===== src/rtl/bldc_commutator.sv =====
// Six-step BLDC commutation engine: hall sync/filter, sector tracking with step counting,
// dead-time sequencing and latched driver-fault shutdown in front of the INHx/INLx pins.
module bldc_commutator #(
    parameter int HALL_FILTER = 16,
    parameter int DT_W        = 10,
    parameter int STEP_W      = 24
) (
    input  logic              CLK,
    input  logic              reset,
    input  logic [2:0]        hall,
    input  logic              pwm_in,
    input  logic              dir,
    input  logic              enable,
    input  logic [DT_W-1:0]   dead_time,
    input  logic              fault_n,
    input  logic              clear_fault,
    output logic [2:0]        INH,
    output logic [2:0]        INL,
    output logic [2:0]        comm_state,
    output logic [STEP_W-1:0] step_count,
    output logic              hall_error,
    output logic              skip_error,
    output logic              fault_latched
);

    localparam int              FC_W   = $clog2(HALL_FILTER + 1);
    localparam logic [FC_W-1:0] FC_MAX = FC_W'(HALL_FILTER);

    localparam logic [1:0] ST_OFF      = 2'd0;
    localparam logic [1:0] ST_DEADTIME = 2'd1;
    localparam logic [1:0] ST_DRIVE    = 2'd2;
    localparam logic [1:0] ST_FAULT    = 2'd3;

    // Returns {valid, index}; 000 and 111 are the impossible hall codes.
    function automatic logic [3:0] decode_hall(input logic [2:0] code);
        case (code)
            3'b101:  return 4'b1_000;
            3'b100:  return 4'b1_001;
            3'b110:  return 4'b1_010;
            3'b010:  return 4'b1_011;
            3'b011:  return 4'b1_100;
            3'b001:  return 4'b1_101;
            default: return 4'b0_000;
        endcase
    endfunction

    // {gh[A,B,C], gl[A,B,C]}; the reverse table is the forward table shifted by three sectors.
    function automatic logic [5:0] sector_pattern(input logic [2:0] idx, input logic fwd);
        logic [2:0] k;
        k = fwd ? idx : ((idx >= 3'd3) ? idx - 3'd3 : idx + 3'd3);
        case (k)
            3'd0:    return 6'b001_010;
            3'd1:    return 6'b100_010;
            3'd2:    return 6'b100_001;
            3'd3:    return 6'b010_001;
            3'd4:    return 6'b010_100;
            3'd5:    return 6'b001_100;
            default: return 6'b000_000;
        endcase
    endfunction

    logic [2:0]        hall_s1_q, hall_s1_d, hall_s2_q, hall_s2_d;
    logic              fault_s1_q, fault_s1_d, fault_s2_q, fault_s2_d;
    logic [2:0]        hall_prev_q, hall_prev_d, hall_acc_q, hall_acc_d;
    logic [FC_W-1:0]   filt_cnt_q, filt_cnt_d;
    logic              acc_new_q, acc_new_d;
    logic [2:0]        comm_state_q, comm_state_d;
    logic              sector_valid_q, sector_valid_d;
    logic [STEP_W-1:0] step_q, step_d;
    logic              hall_err_q, hall_err_d, skip_err_q, skip_err_d;
    logic [1:0]        state_q, state_d;
    logic [5:0]        pat_q, pat_d;
    logic [DT_W-1:0]   dt_cnt_q, dt_cnt_d, dt_q, dt_d;
    logic [2:0]        inh_q, inh_d, inl_q, inl_d;

    logic [3:0]        sector;
    logic [2:0]        succ, pred;
    logic [5:0]        target, gates;
    logic [DT_W:0]     dt_next;
    logic              dt_done;

    always_comb begin
        hall_s1_d   = hall;
        hall_s2_d   = hall_s1_q;
        fault_s1_d  = fault_n;
        fault_s2_d  = fault_s1_q;
        hall_prev_d = hall_s2_q;

        if (hall_s2_q != hall_prev_q)  filt_cnt_d = FC_W'(1);
        else if (filt_cnt_q == FC_MAX) filt_cnt_d = filt_cnt_q;
        else                           filt_cnt_d = filt_cnt_q + FC_W'(1);
        acc_new_d  = (filt_cnt_d == FC_MAX) && (hall_s2_q != hall_acc_q);
        hall_acc_d = acc_new_d ? hall_s2_q : hall_acc_q;

        sector         = decode_hall(hall_acc_q);
        succ           = (comm_state_q == 3'd5) ? 3'd0 : comm_state_q + 3'd1;
        pred           = (comm_state_q == 3'd0) ? 3'd5 : comm_state_q - 3'd1;
        comm_state_d   = comm_state_q;
        sector_valid_d = sector_valid_q;
        step_d         = step_q;
        hall_err_d     = 1'b0;
        skip_err_d     = 1'b0;
        if (acc_new_q) begin
            if (sector[3]) begin
                comm_state_d   = sector[2:0];
                sector_valid_d = 1'b1;
                // The first valid sector after an invalid one has no reference to step from.
                if (sector_valid_q) begin
                    if (sector[2:0] == succ)      step_d = step_q + STEP_W'(1);
                    else if (sector[2:0] == pred) step_d = step_q - STEP_W'(1);
                    else                          skip_err_d = 1'b1;
                end
            end else begin
                hall_err_d     = 1'b1;
                sector_valid_d = 1'b0;
            end
        end

        target  = (enable && sector_valid_q && state_q != ST_FAULT)
                  ? sector_pattern(comm_state_q, dir) : 6'b0;
        dt_next = {1'b0, dt_cnt_q} + (DT_W + 1)'(1);
        dt_done = dt_next >= {1'b0, dt_q};
        state_d  = state_q;
        pat_d    = pat_q;
        dt_cnt_d = dt_cnt_q;
        dt_d     = dt_q;
        case (state_q)
            ST_OFF: begin
                if (target != 6'b0) begin
                    state_d  = ST_DEADTIME;
                    pat_d    = target;
                    dt_cnt_d = '0;
                    dt_d     = dead_time;
                end
            end
            ST_DEADTIME: begin
                if (target != pat_q) begin
                    state_d  = (target == 6'b0) ? ST_OFF : ST_DEADTIME;
                    pat_d    = target;
                    dt_cnt_d = '0;
                end else if (dt_done) begin
                    state_d = ST_DRIVE;
                end else begin
                    dt_cnt_d = dt_next[DT_W-1:0];
                end
            end
            ST_DRIVE: begin
                if (target != pat_q) begin
                    state_d  = (target == 6'b0) ? ST_OFF : ST_DEADTIME;
                    pat_d    = target;
                    dt_cnt_d = '0;
                    dt_d     = dead_time;
                end
            end
            default: begin
                if (clear_fault && fault_s2_q) state_d = ST_OFF;
            end
        endcase
        if (!fault_s2_q) state_d = ST_FAULT;

        // NOTE: gates are also masked by the synchronised fault so they drop in the cycle FAULT is entered.
        gates = (state_q == ST_DRIVE && fault_s2_q) ? pat_q : 6'b0;
        inh_d = gates[5:3] & {3{pwm_in}};
        inl_d = gates[2:0];
    end

    always_ff @(posedge CLK) begin
        if (!reset) begin
            hall_s1_q      <= 3'b0;
            hall_s2_q      <= 3'b0;
            // NOTE: fault synchronisers reset to the inactive level so reset release does not trip FAULT.
            fault_s1_q     <= 1'b1;
            fault_s2_q     <= 1'b1;
            hall_prev_q    <= 3'b0;
            hall_acc_q     <= 3'b0;
            filt_cnt_q     <= '0;
            acc_new_q      <= 1'b0;
            comm_state_q   <= 3'd0;
            sector_valid_q <= 1'b0;
            step_q         <= '0;
            hall_err_q     <= 1'b0;
            skip_err_q     <= 1'b0;
            state_q        <= ST_OFF;
            pat_q          <= 6'b0;
            dt_cnt_q       <= '0;
            dt_q           <= '0;
            inh_q          <= 3'b0;
            inl_q          <= 3'b0;
        end else begin
            hall_s1_q      <= hall_s1_d;
            hall_s2_q      <= hall_s2_d;
            fault_s1_q     <= fault_s1_d;
            fault_s2_q     <= fault_s2_d;
            hall_prev_q    <= hall_prev_d;
            hall_acc_q     <= hall_acc_d;
            filt_cnt_q     <= filt_cnt_d;
            acc_new_q      <= acc_new_d;
            comm_state_q   <= comm_state_d;
            sector_valid_q <= sector_valid_d;
            step_q         <= step_d;
            hall_err_q     <= hall_err_d;
            skip_err_q     <= skip_err_d;
            state_q        <= state_d;
            pat_q          <= pat_d;
            dt_cnt_q       <= dt_cnt_d;
            dt_q           <= dt_d;
            inh_q          <= inh_d;
            inl_q          <= inl_d;
        end
    end

    assign INH           = inh_q;
    assign INL           = inl_q;
    assign comm_state    = comm_state_q;
    assign step_count    = step_q;
    assign hall_error    = hall_err_q;
    assign skip_error    = skip_err_q;
    assign fault_latched = (state_q == ST_FAULT);

endmodule


===== config.mk =====
export PLATFORM = sky130hd
export DESIGN_NAME = bldc_commutator
export DESIGN_NICKNAME = d
export VERILOG_FILES = /design/src/rtl/bldc_commutator.sv
export SDC_FILE = /design/constraint.sdc
export NUM_CORES = 1
export LEC_CHECK = 0
export CORE_MARGIN = 2
export CORE_UTILIZATION = 45
export CTS_CLUSTER_SIZE = 24
export DETAILED_ROUTE_END_ITERATION = 16
export PLACE_DENSITY = 0.66
export SETUP_SLACK_MARGIN = 0.3
export SLEW_MARGIN = 20
export SYNTH_ARGS = -nofsm -noshare
export SYNTH_HDL_FRONTEND = slang
export SYNTH_SLANG_ARGS = --single-unit

===== constraint.sdc =====
create_clock -name CLK -period 17 [get_ports CLK]
set_clock_uncertainty 0.1 [all_clocks]
set_input_delay 2.55 -clock CLK [delete_from_list [all_inputs] [get_ports CLK]]
set_output_delay 2.55 -clock CLK [all_outputs]
set_load 0.01 [all_outputs]

==> flow_metrics.py, run 1 <==
metrics = {
    "status": {
        "status": "completed",
    },
    "clocking": {
        "clkLatencyLatePin_ns": 0.35,
        "cts.htree.levels": 3,
        "cts_buffers": 9,
        "hold_buffers": 0,
        "clkSlewWorstSetupHoldPaths_ns": 0.06,
        "cts_tree": "yes",
        "cts_setup_buffers": 0,
        "cts-root-buf": "clkbuf_16",
        "cts.path.max_buffers": 2,
        "cts_resized": 0,
        "cts_num_sinks": 84,
    },
    "floorplanning": {
        "fp.dieH_um": 113,
        "num_io_pins": 56,
        "die_area_mm2": 0.0129,
        "start_util": 0.466,
        "core_mm2": 0.0116,
        "row_count": 39,
        "die_x_um": 113,
    },
    "timing": {
        "clock.fmax_ghz": 0.169,
        "setup_viol": 0,
        "timing_worst_slew_pin_value_ns": 0.747,
        "layout_worst_path_cycle_share": 0.349,
        "hold_slack_ns": 0.308,
        "drv_slew": 0,
        "period_minus_slack_ns": 5.93,
        "fin_tns_setup_ns": 0,
        "rsz0062_at_grt": "no",
        "hold_viol": 0,
        "relSlewSlack": 0.499,
    },
    "yosys": {
        "synth_xor_area_frac": 0.0716,
        "yosysSeqAreaShare": 0.312,
        "muxShareOfSynthArea": 0.0600,
        "synth_area_leader_cell": "dfxtp_1",
        "synthesis.area_mm2": 0.00538,
        "synth_compound_area_frac": 0.193,
        "syn_nets": 719,
        "syn_avg_cell_area_um2": 8.23,
        "synth_ff_type": "dfxtp_1",
        "yosys.cell_count.top_type": "dfxtp_1",
        "yosys.area_share.adder": 0.106,
        "async_flop_share": 0,
        "syn_inst": 654,
        "synth-simple-area-share": 0.208,
        "synthTopCellsByArea": "dfxtp_1 (31%), ha_1 (10%), mux2i_1 (5.6%), a21oi_1 (4.5%), nor2_1 (4.0%)",
        "netlist-cell-type-count": 60,
        "synth_edf_count": 0,
        "synth_top_family_by_area": "simple AND/OR/NAND/NOR gates",
        "synth_seq_cells": 84,
        "synth_top_area_frac": 0.312,
        "ys_warn_count": 0,
        "synth_common_cells": "dfxtp_1 (84), nor2_1 (58), nand2_1 (54)",
    },
    "critical_path": {
        "cp-start-kind": "input pin",
        "cp.required_ns": 17.18,
        "arrival_ns": 6.11,
        "crit_path_cell_trace": "clkdlybuf4s50_1, inv_1, and4_1, a211o_1, a2111oi_0, xor2_1, or4_4, or4_4, or3_1, o21ai_2",
        "rr_worst_depth": 17,
        "worstSetupPathType": "input pin to register",
        "critical-path-max-stage-delay_ns": 0.66,
        "worst_path_most_repeated_cell": "or4_4",
        "rrSetupSlack_ns": 12.24,
        "critPathTopFamily": "simple AND/OR/NAND/NOR gates",
        "slowest_stage": "a2111oi_0",
        "cp_num_buf_inv": 2,
        "cp_num_cells": 10,
        "r2r_start": "comm_state[0]",
        "cp_max_fo": 12,
        "rr_endpoint": "step_count[22]",
        "worstSetupEndpointType": "register",
    },
    "grt": {
        "globalRouteOverflowTotal": 0,
        "grt_max_degree": 44,
        "antenna_found_initial": 0,
        "grt_use_total": 0.193,
        "grt_pass1_vias": 4479,
        "grt_pass1_wl_mm": 20.4,
    },
    "finish": {
        "antenna_cells": 0,
        "final_area_mm2": 0.00631,
        "drive_gt1_frac": 0.0516,
        "nNetsFinal": 758,
        "syn_to_final_growth_pct": 17.3,
    },
    "power_and_ir_drop": {
        "p_clk_frac": 0.359,
        "p_leak_nw": 2.61,
        "power_density_mw_per_mm2": 87.4,
        "p_int_uw": 385,
        "combPwrFrac": 0.248,
        "total_power_uw": 552,
        "switching_share": 0.303,
        "net-switching-power_uw": 167,
        "p_seq_frac": 0.393,
        "vdd_drop_max_mv": 0.0606,
    },
    "hold_path": {
        "hold_path.class": "register to register",
        "hold_end": "fault_s2_q",
        "hold_start": "fault_s1_q",
        "min_path_cells": 1,
    },
    "route": {
        "drtPass1Iterations": 5,
        "antenna_left": 0,
        "drtIter0Drc": 266,
        "viasPerCell": 5.56,
        "drc": 0,
        "num_vias": 4675,
        "routedWlPerCell_um": 14.1,
        "drt-total-wl_mm": 11.8,
    },
    "placed_design": {
        "port_buffers": 55,
        "postPlaceCellArea_mm2": 0.00601,
        "gp_congestion": 0.873,
        "post-dp-hpwl_mm": 8.50,
    },
    "job": {
        "timing.max_cap.violations": 0,
    },
}
state kept, by name, summed over array words and instances (netlist names):
name and cells:
INH 3, INL 3, acc_new_q 1, comm_state 3, dt_cnt_q 10, dt_q 10, fault_s1_q 1, fault_s2_q 1
filt_cnt_q 5, hall_acc_q 3, hall_error 1, hall_prev_d 3, hall_prev_q 3, hall_s1_q 3, pat_q 6, sector_valid_q 1
skip_error 1, state_q 2, step_count 24
routing by layer:
metal / share of wire / wire length, um / vias up / GRT usage
met3: 0.055 / 648 / 17 / 0.0457
met5: 0 / 0 / - / 0
li1: - / - / 2399 / -
met1: 0.48 / 5700 / 2159 / 0.250
met2: 0.45 / 5300 / 100 / 0.311
met4: 0.016 / 194 / 0 / 0.0797
metrics by stage:
| step | std cells | worst slack, ns | util |
|---|---|---|---|
| detailed placement | 825 | 10.72 | 0.520 |
| CTS | 841 | 11.07 | 0.546 |
| global placement | 825 | 10.76 | 0.520 |
| floorplan | 654 | 11.47 | - |
| global route | 841 | 10.84 | 0.546 |
| finish | 841 | 11.07 | 0.546 |
worst register-to-register path: cells and delay by family, from the launching register on:
kind	cells	cell delay [ns]
and+or+nand+nor	2	0.47
AOI/OAI and AO/OA	10	2.14
muxes	1	0.13
DFF	1	0.60
buffers and inverters	2	0.40
adders and majority gates	2	0.83
power groups by stage:
stage | sequential, mW | combinational [mW] | clock, mW
after floorplan | 0.219 | 0.109 | 0
after global placement | 0.221 | 0.133 | 0
after detailed placement | 0.222 | 0.137 | 0
after CTS | 0.217 | 0.138 | 0.204
after global routing | 0.219 | 0.156 | 0.211
final | 0.217 | 0.137 | 0.198
cell usage in the layout (no fill, tap or decap), types with 23 or more instances in the layout:
| master | instances |
|---|---|
| xor2_1 | 24 |
| mux2i_1 | 30 |
| nor2_1 | 58 |
| inv_1 | 32 |
| clkdlybuf4s50_1 | 55 |
| ha_1 | 44 |
| nand2_1 | 54 |
| dfxtp_1 | 84 |
| a21oi_1 | 48 |
| o21ai_0 | 27 |
| nand3_1 | 23 |
cell type report:
type / count / area [um2]
repair buffers: 60 / 588
well taps: 143 / 179
multi-input cells: 506 / 3440
inverters: 32 / 120
clock buffers: 10 / 239
flip-flops and latches: 84 / 1680
clock inverters: 6 / 63.8
fillers: 1082 / 5250
worst max-delay path by stage:
stage	startpoint	to	slack, ns
6_report	dir	dt_cnt_q[6]	11.07
5_1_grt	dir	dt_cnt_q[6]	10.84
4_1_cts	dir	dt_cnt_q[6]	11.07
3_5_place_dp	dir	dt_cnt_q[6]	10.72
3_3_place_gp	dir	dt_cnt_q[6]	10.76
2_1_floorplan	dir	dt_cnt_q[6]	11.47
cells by family after synthesis:
family | Yosys count
and+or+nand+nor | 226
AOI/OAI and AO/OA | 159
buffers and inverters | 64
muxes | 32
DFF | 84
adders and majority gates | 45
xor gates and xnor gates | 44
Power figures use the tool's default switching activity.
==> run 2: changes to the inputs <==
- clock period: 17 -> 6.19 ns (I/O delays scaled with it)
==> run 2 against run 1 <==
Critical path depth grew 7. Sequential power grew to 2.7 times the previous value. Largest power group unchanged. Highest routed layer unchanged. Critical endpoint is now step_count[22]. Utilization shrank 0.28 points. Routed wire length grew 1.4%.
==> flow_metrics.py, run 2 (same netlist as run 1, synthesis figures left out) <==
metrics = {
    "status": {
        "status": "completed",
    },
    "clocking": {
        "cts_resized": 0,
        "cts_setup_buffers": 0,
        "clkLatencyLatePin_ns": 0.35,
        "clkSlewWorstSetupHoldPaths_ns": 0.06,
        "hold_buffers": 0,
        "cts_num_sinks": 84,
        "cts.path.max_buffers": 2,
        "cts-root-buf": "clkbuf_16",
        "cts_tree": "yes",
        "cts_buffers": 9,
        "cts.htree.levels": 3,
    },
    "grt": {
        "globalRouteOverflowTotal": 0,
        "grt_max_degree": 33,
        "grt_pass1_wl_mm": 20.2,
        "grtUsageMet1": 0.255,
        "grt_pass1_vias": 4403,
        "met2_usage": 0.305,
        "grt_use_total": 0.192,
        "antenna_found_initial": 0,
        "busiest_layer": "met2",
        "use_met3": 0.0569,
    },
    "floorplanning": {
        "die_x_um": 113,
        "num_io_pins": 56,
        "row_count": 39,
        "start_util": 0.466,
        "fp.dieH_um": 113,
        "die_area_mm2": 0.0129,
        "core_mm2": 0.0116,
    },
    "critical_path": {
        "worstSetupPathType": "register to register",
        "worstSetupEndpointType": "register",
        "cp-start-kind": "register",
        "arrival_ns": 4.84,
        "cp.required_ns": 6.33,
        "cp_max_fo": 25,
    },
    "timing": {
        "layout_worst_path_cycle_share": 0.759,
        "rsz0062_at_grt": "no",
        "fin_tns_setup_ns": 0,
        "relSlewSlack": 0.504,
        "hold_viol": 0,
        "period_minus_slack_ns": 4.70,
        "setup_viol": 0,
        "clock.fmax_ghz": 0.213,
        "timing_worst_slew_pin_value_ns": 0.739,
        "drv_slew": 0,
    },
    "placed_design": {
        "post-dp-hpwl_mm": 8.66,
        "gp_congestion": 0.885,
        "port_buffers": 55,
    },
    "finish": {
        "drive_gt1_frac": 0.0501,
        "nNetsFinal": 758,
        "antenna_cells": 0,
        "final_cell_mix": "dfxtp_1 (84), nor2_1 (58), clkdlybuf4s50_1 (55)",
        "syn_to_final_growth_pct": 16.7,
        "largest_register_ffs": 24,
        "mostFrequentLayoutCell": "dfxtp_1",
        "nFillCells": 1059,
    },
    "power_and_ir_drop": {
        "total_power_mw": 1.47,
        "vdd_drop_max_mv": 0.153,
        "p_leak_nw": 2.60,
        "power_density_mw_per_mm2": 235,
    },
    "hold_path": {
        "hold_path.class": "register to register",
    },
    "route": {
        "routedWlPerCell_um": 14.3,
        "num_vias": 4642,
        "viasPerCell": 5.52,
        "drtIter0Drc": 285,
        "drtPass1Iterations": 5,
        "antenna_left": 0,
        "drt-total-wl_mm": 12.0,
        "drc": 0,
    },
    "job": {
        "timing.max_cap.violations": 0,
    },
}
==> run 2: worst paths after layout <==
kind	from	to	slack, ns	cells past startpoint
worst min register to register	fault_s1_q	fault_s2_q	0.31	1
worst min-delay path	fault_s1_q	fault_s2_q	0.31	1
worst max-delay path	comm_state[0]	step_count[22]	1.49	17
worst max register to register	comm_state[0]	step_count[22]	1.49	17
==> run 2: through the flow <==
stage | setup slack, ns | util | hold slack, ns | cells | area (um2)
final | 1.49 | 0.543 | 0.311 | 841 | 6280
after global routing | 1.10 | 0.543 | 0.330 | 841 | 6280
after CTS | 1.53 | 0.543 | 0.315 | 841 | 6280
after detailed placement | 1.54 | 0.520 | 0.298 | 825 | 6010
after global placement | 1.57 | 0.520 | 0.292 | 825 | 6010
after floorplan | 0.698 | - | 0.286 | 654 | 5380
==> run 2: worst max-delay path, stage by stage (launching register included) <==
cell	delay [ns]
dfxtp_1	0.60
inv_1	0.15
ha_1	0.44
nor4b_1	0.31
a31oi_1	0.07
a21oi_1	0.16
o21ai_2	0.07
buf_4	0.24
ha_1	0.40
a21o_1	0.21
a21o_1	0.16
a21o_1	0.18
a221oi_1	0.38
nand3_1	0.16
a41o_1	0.28
o41ai_1	0.32
mux2i_1	0.13
a31o_2	0.22
==> run 2: layout make-up <==
| type | count | area [um2] | area share |
|---|---|---|---|
| repair buffers | 60 | 588 | 0.0936 |
| well taps | 143 | 179 | 0.0285 |
| flip-flops and latches | 84 | 1680 | 0.268 |
| multi-input cells | 506 | 3440 | 0.548 |
| clock buffers | 11 | 243 | 0.0386 |
| inverters | 32 | 120 | 0.0191 |
| clock inverters | 5 | 27.5 | 0.00438 |
==> run 2: power breakdown <==
| group | switching (mW) | internal [mW] |
|---|---|---|
| Combinational | 0.218 | 0.161 |
| Sequential | 0.0224 | 0.574 |
| Clock | 0.219 | 0.280 |
==> run 2: layer usage <==
metal / vias to the layer above / routed length, um
met2: 86 / 5250
met1: 2147 / 5980
met5: - / 0
met4: 0 / 138
li1: 2399 / -
met3: 10 / 631
==> run 3: changes to the inputs <==
- PLACE_DENSITY: 0.66 -> 0.68
- clock period: 6.19 -> 4.01 ns (I/O delays scaled with it)
==> run 3 against run 2 <==
Combinational power grew 76%. Clock-buffer cell count shrank 1. Cell area grew 13%. Largest power group unchanged. Critical path depth grew 2. Largest cell class unchanged. Setup slack lost 1.4 ns. Utilization grew 7.0 points. Clock power grew 59%. Sequential share of layout area shrank 2.9 points.
==> flow_metrics.py, run 3 (same netlist as run 1, synthesis figures left out) <==
metrics = {
    "critical_path": {
        "worstSetupEndpointType": "register",
        "rr_worst_depth": 19,
        "cp_max_fo": 6,
        "critical-path-max-stage-delay_ns": 0.38,
        "crit_path_cell_trace": "ha_4, ha_4, nor4b_4, a31oi_1, a21oi_2, buf_4, o21ai_4, buf_12, buf_12, ha_4, nand4_1, nor2_2, nand2_1, or3_4, nand4_1, a311oi_2, xor2_1, or3_1, a21oi_1",
        "worst_path_most_repeated_cell": "ha_4",
        "rrSetupSlack_ns": 0.11,
        "r2r_start": "comm_state[1]",
        "slowest_stage": "or3_4",
        "crit_start": "comm_state[1]",
        "cp.required_ns": 4.20,
        "cp-start-kind": "register",
        "arrival_ns": 4.09,
        "rr_endpoint": "step_count[23]",
        "cp_num_buf_inv": 3,
        "worstSetupPathType": "register to register",
        "critPathTopFamily": "simple AND/OR/NAND/NOR gates",
    },
    "placed_design": {
        "dp.cells": 864,
        "gp_congestion": 0.895,
        "post-dp-hpwl_mm": 9.23,
        "place_ws_ns": -0.0466,
        "port_buffers": 55,
    },
    "route": {
        "antenna_left": 0,
        "viasPerCell": 5.54,
        "routedWlPerCell_um": 14.8,
        "drt-total-wl_mm": 13.3,
        "drc": 0,
        "drtPass1Iterations": 4,
        "num_vias": 4956,
        "drtIter0Drc": 238,
    },
    "finish": {
        "syn_to_final_growth_pct": 31.8,
        "fin_cells": 895,
        "antenna_cells": 0,
        "drive_gt1_frac": 0.189,
        "final_cell_mix": "dfxtp_1 (79), clkdlybuf4s50_1 (55), nand2_1 (54)",
        "nNetsFinal": 812,
        "largest_register_ffs": 24,
        "mostFrequentLayoutCell": "dfxtp_1",
    },
    "timing": {
        "relSlewSlack": 0.570,
        "setup_slack_ns": 0.111,
        "clock.fmax_ghz": 0.256,
        "hold_viol": 0,
        "drv_slew": 0,
        "period_minus_slack_ns": 3.90,
        "layout_worst_path_cycle_share": 0.972,
        "fin_tns_setup_ns": 0,
        "setup_viol": 0,
        "timing_worst_slew_pin_value_ns": 0.644,
        "rsz0062_at_grt": "yes",
    },
    "hold_path": {
        "hold_end": "fault_s2_q",
        "hold_path.class": "register to register",
        "hold_start": "fault_s1_q",
        "min_path_cells": 1,
    },
    "floorplanning": {
        "core_mm2": 0.0116,
        "die_x_um": 113,
        "die_area_mm2": 0.0129,
        "row_count": 39,
        "num_io_pins": 56,
        "start_util": 0.466,
        "fp.dieH_um": 113,
    },
    "clocking": {
        "clkSlewWorstSetupHoldPaths_ns": 0.07,
        "hold_buffers": 0,
        "cts.path.max_buffers": 2,
        "cts_num_sinks": 84,
        "cts-root-buf": "clkbuf_16",
        "cts_buffers": 9,
        "cts.htree.levels": 3,
        "cts_tree": "yes",
        "clkLatencyLatePin_ns": 0.35,
    },
    "power_and_ir_drop": {
        "power_density_mw_per_mm2": 336,
        "p_leak_nw": 2.94,
        "vdd_drop_max_mv": 0.285,
        "total_power_mw": 2.38,
    },
    "grt": {
        "grt_pass1_vias": 4572,
        "grt_use_total": 0.205,
        "globalRouteOverflowTotal": 0,
        "antenna_found_initial": 0,
        "grt_pass1_wl_mm": 21.5,
        "grt_max_degree": 40,
    },
    "job": {
        "timing.max_cap.violations": 0,
    },
    "status": {
        "status": "completed",
    },
}
run 3: cell count changes in the layout (fill, tap and decap cells not counted), moves of 5 or more:
cell / previous run / this run
nor2_2: 0 / 5
a21oi_2: 0 / 7
buf_4: 5 / 52
ha_4: 0 / 10
nor2_1: 58 / 53
dfxtp_1: 84 / 79
ha_1: 44 / 34
a21oi_1: 48 / 39
run 3: what timing repair did:
action,CTS,global route
resized for setup,15,42
setup buffers,7,7
endpoints found under the setup margin,39,40
pin swaps,12,36
cloned,1,0
run 3: area by class of cell:
class,instances,area (um2)
well taps,143,179
flip-flops and latches,84,1690
repair buffers,113,1030
multi-input cells,507,3800
clock inverters,6,47.5
clock buffers,10,229
fillers,975,4470
inverters,32,123
run 3: power by group:
group	leakage [nW]	switching (mW)	internal (mW)	total, mW
Sequential	0.684	0.0336	0.885	0.918
Clock	0.122	0.371	0.424	0.795
Combinational	2.13	0.357	0.310	0.668
run 3: layer usage:
layer	wire, um	track usage
met4	167	0.0569
met1	6250	0.272
met2	6130	0.327
met5	0	0
met3	737	0.0595
run 3: through the flow:
step / hold WS (ns) / util / instance area, um2
2_1_floorplan: 0.286 / - / 5500
3_3_place_gp: 0.293 / 0.553 / 6390
3_5_place_dp: 0.296 / 0.553 / 6390
4_1_cts: 0.317 / 0.588 / 6800
5_1_grt: 0.343 / 0.613 / 7090
6_report: 0.312 / 0.613 / 7090
run 3: how the worst max path moves through the flow:
stage | endpoint | slack [ns] | cells after the start
2_1_floorplan | step_count[23] | 0.1 | 19
3_3_place_gp | dt_q[6] | 0.03 | 12
3_5_place_dp | step_count[23] | -0.05 | 16
4_1_cts | step_count[14] | 0.1 | 17
5_1_grt | step_count[23] | -0.05 | 19
6_report | step_count[23] | 0.11 | 19
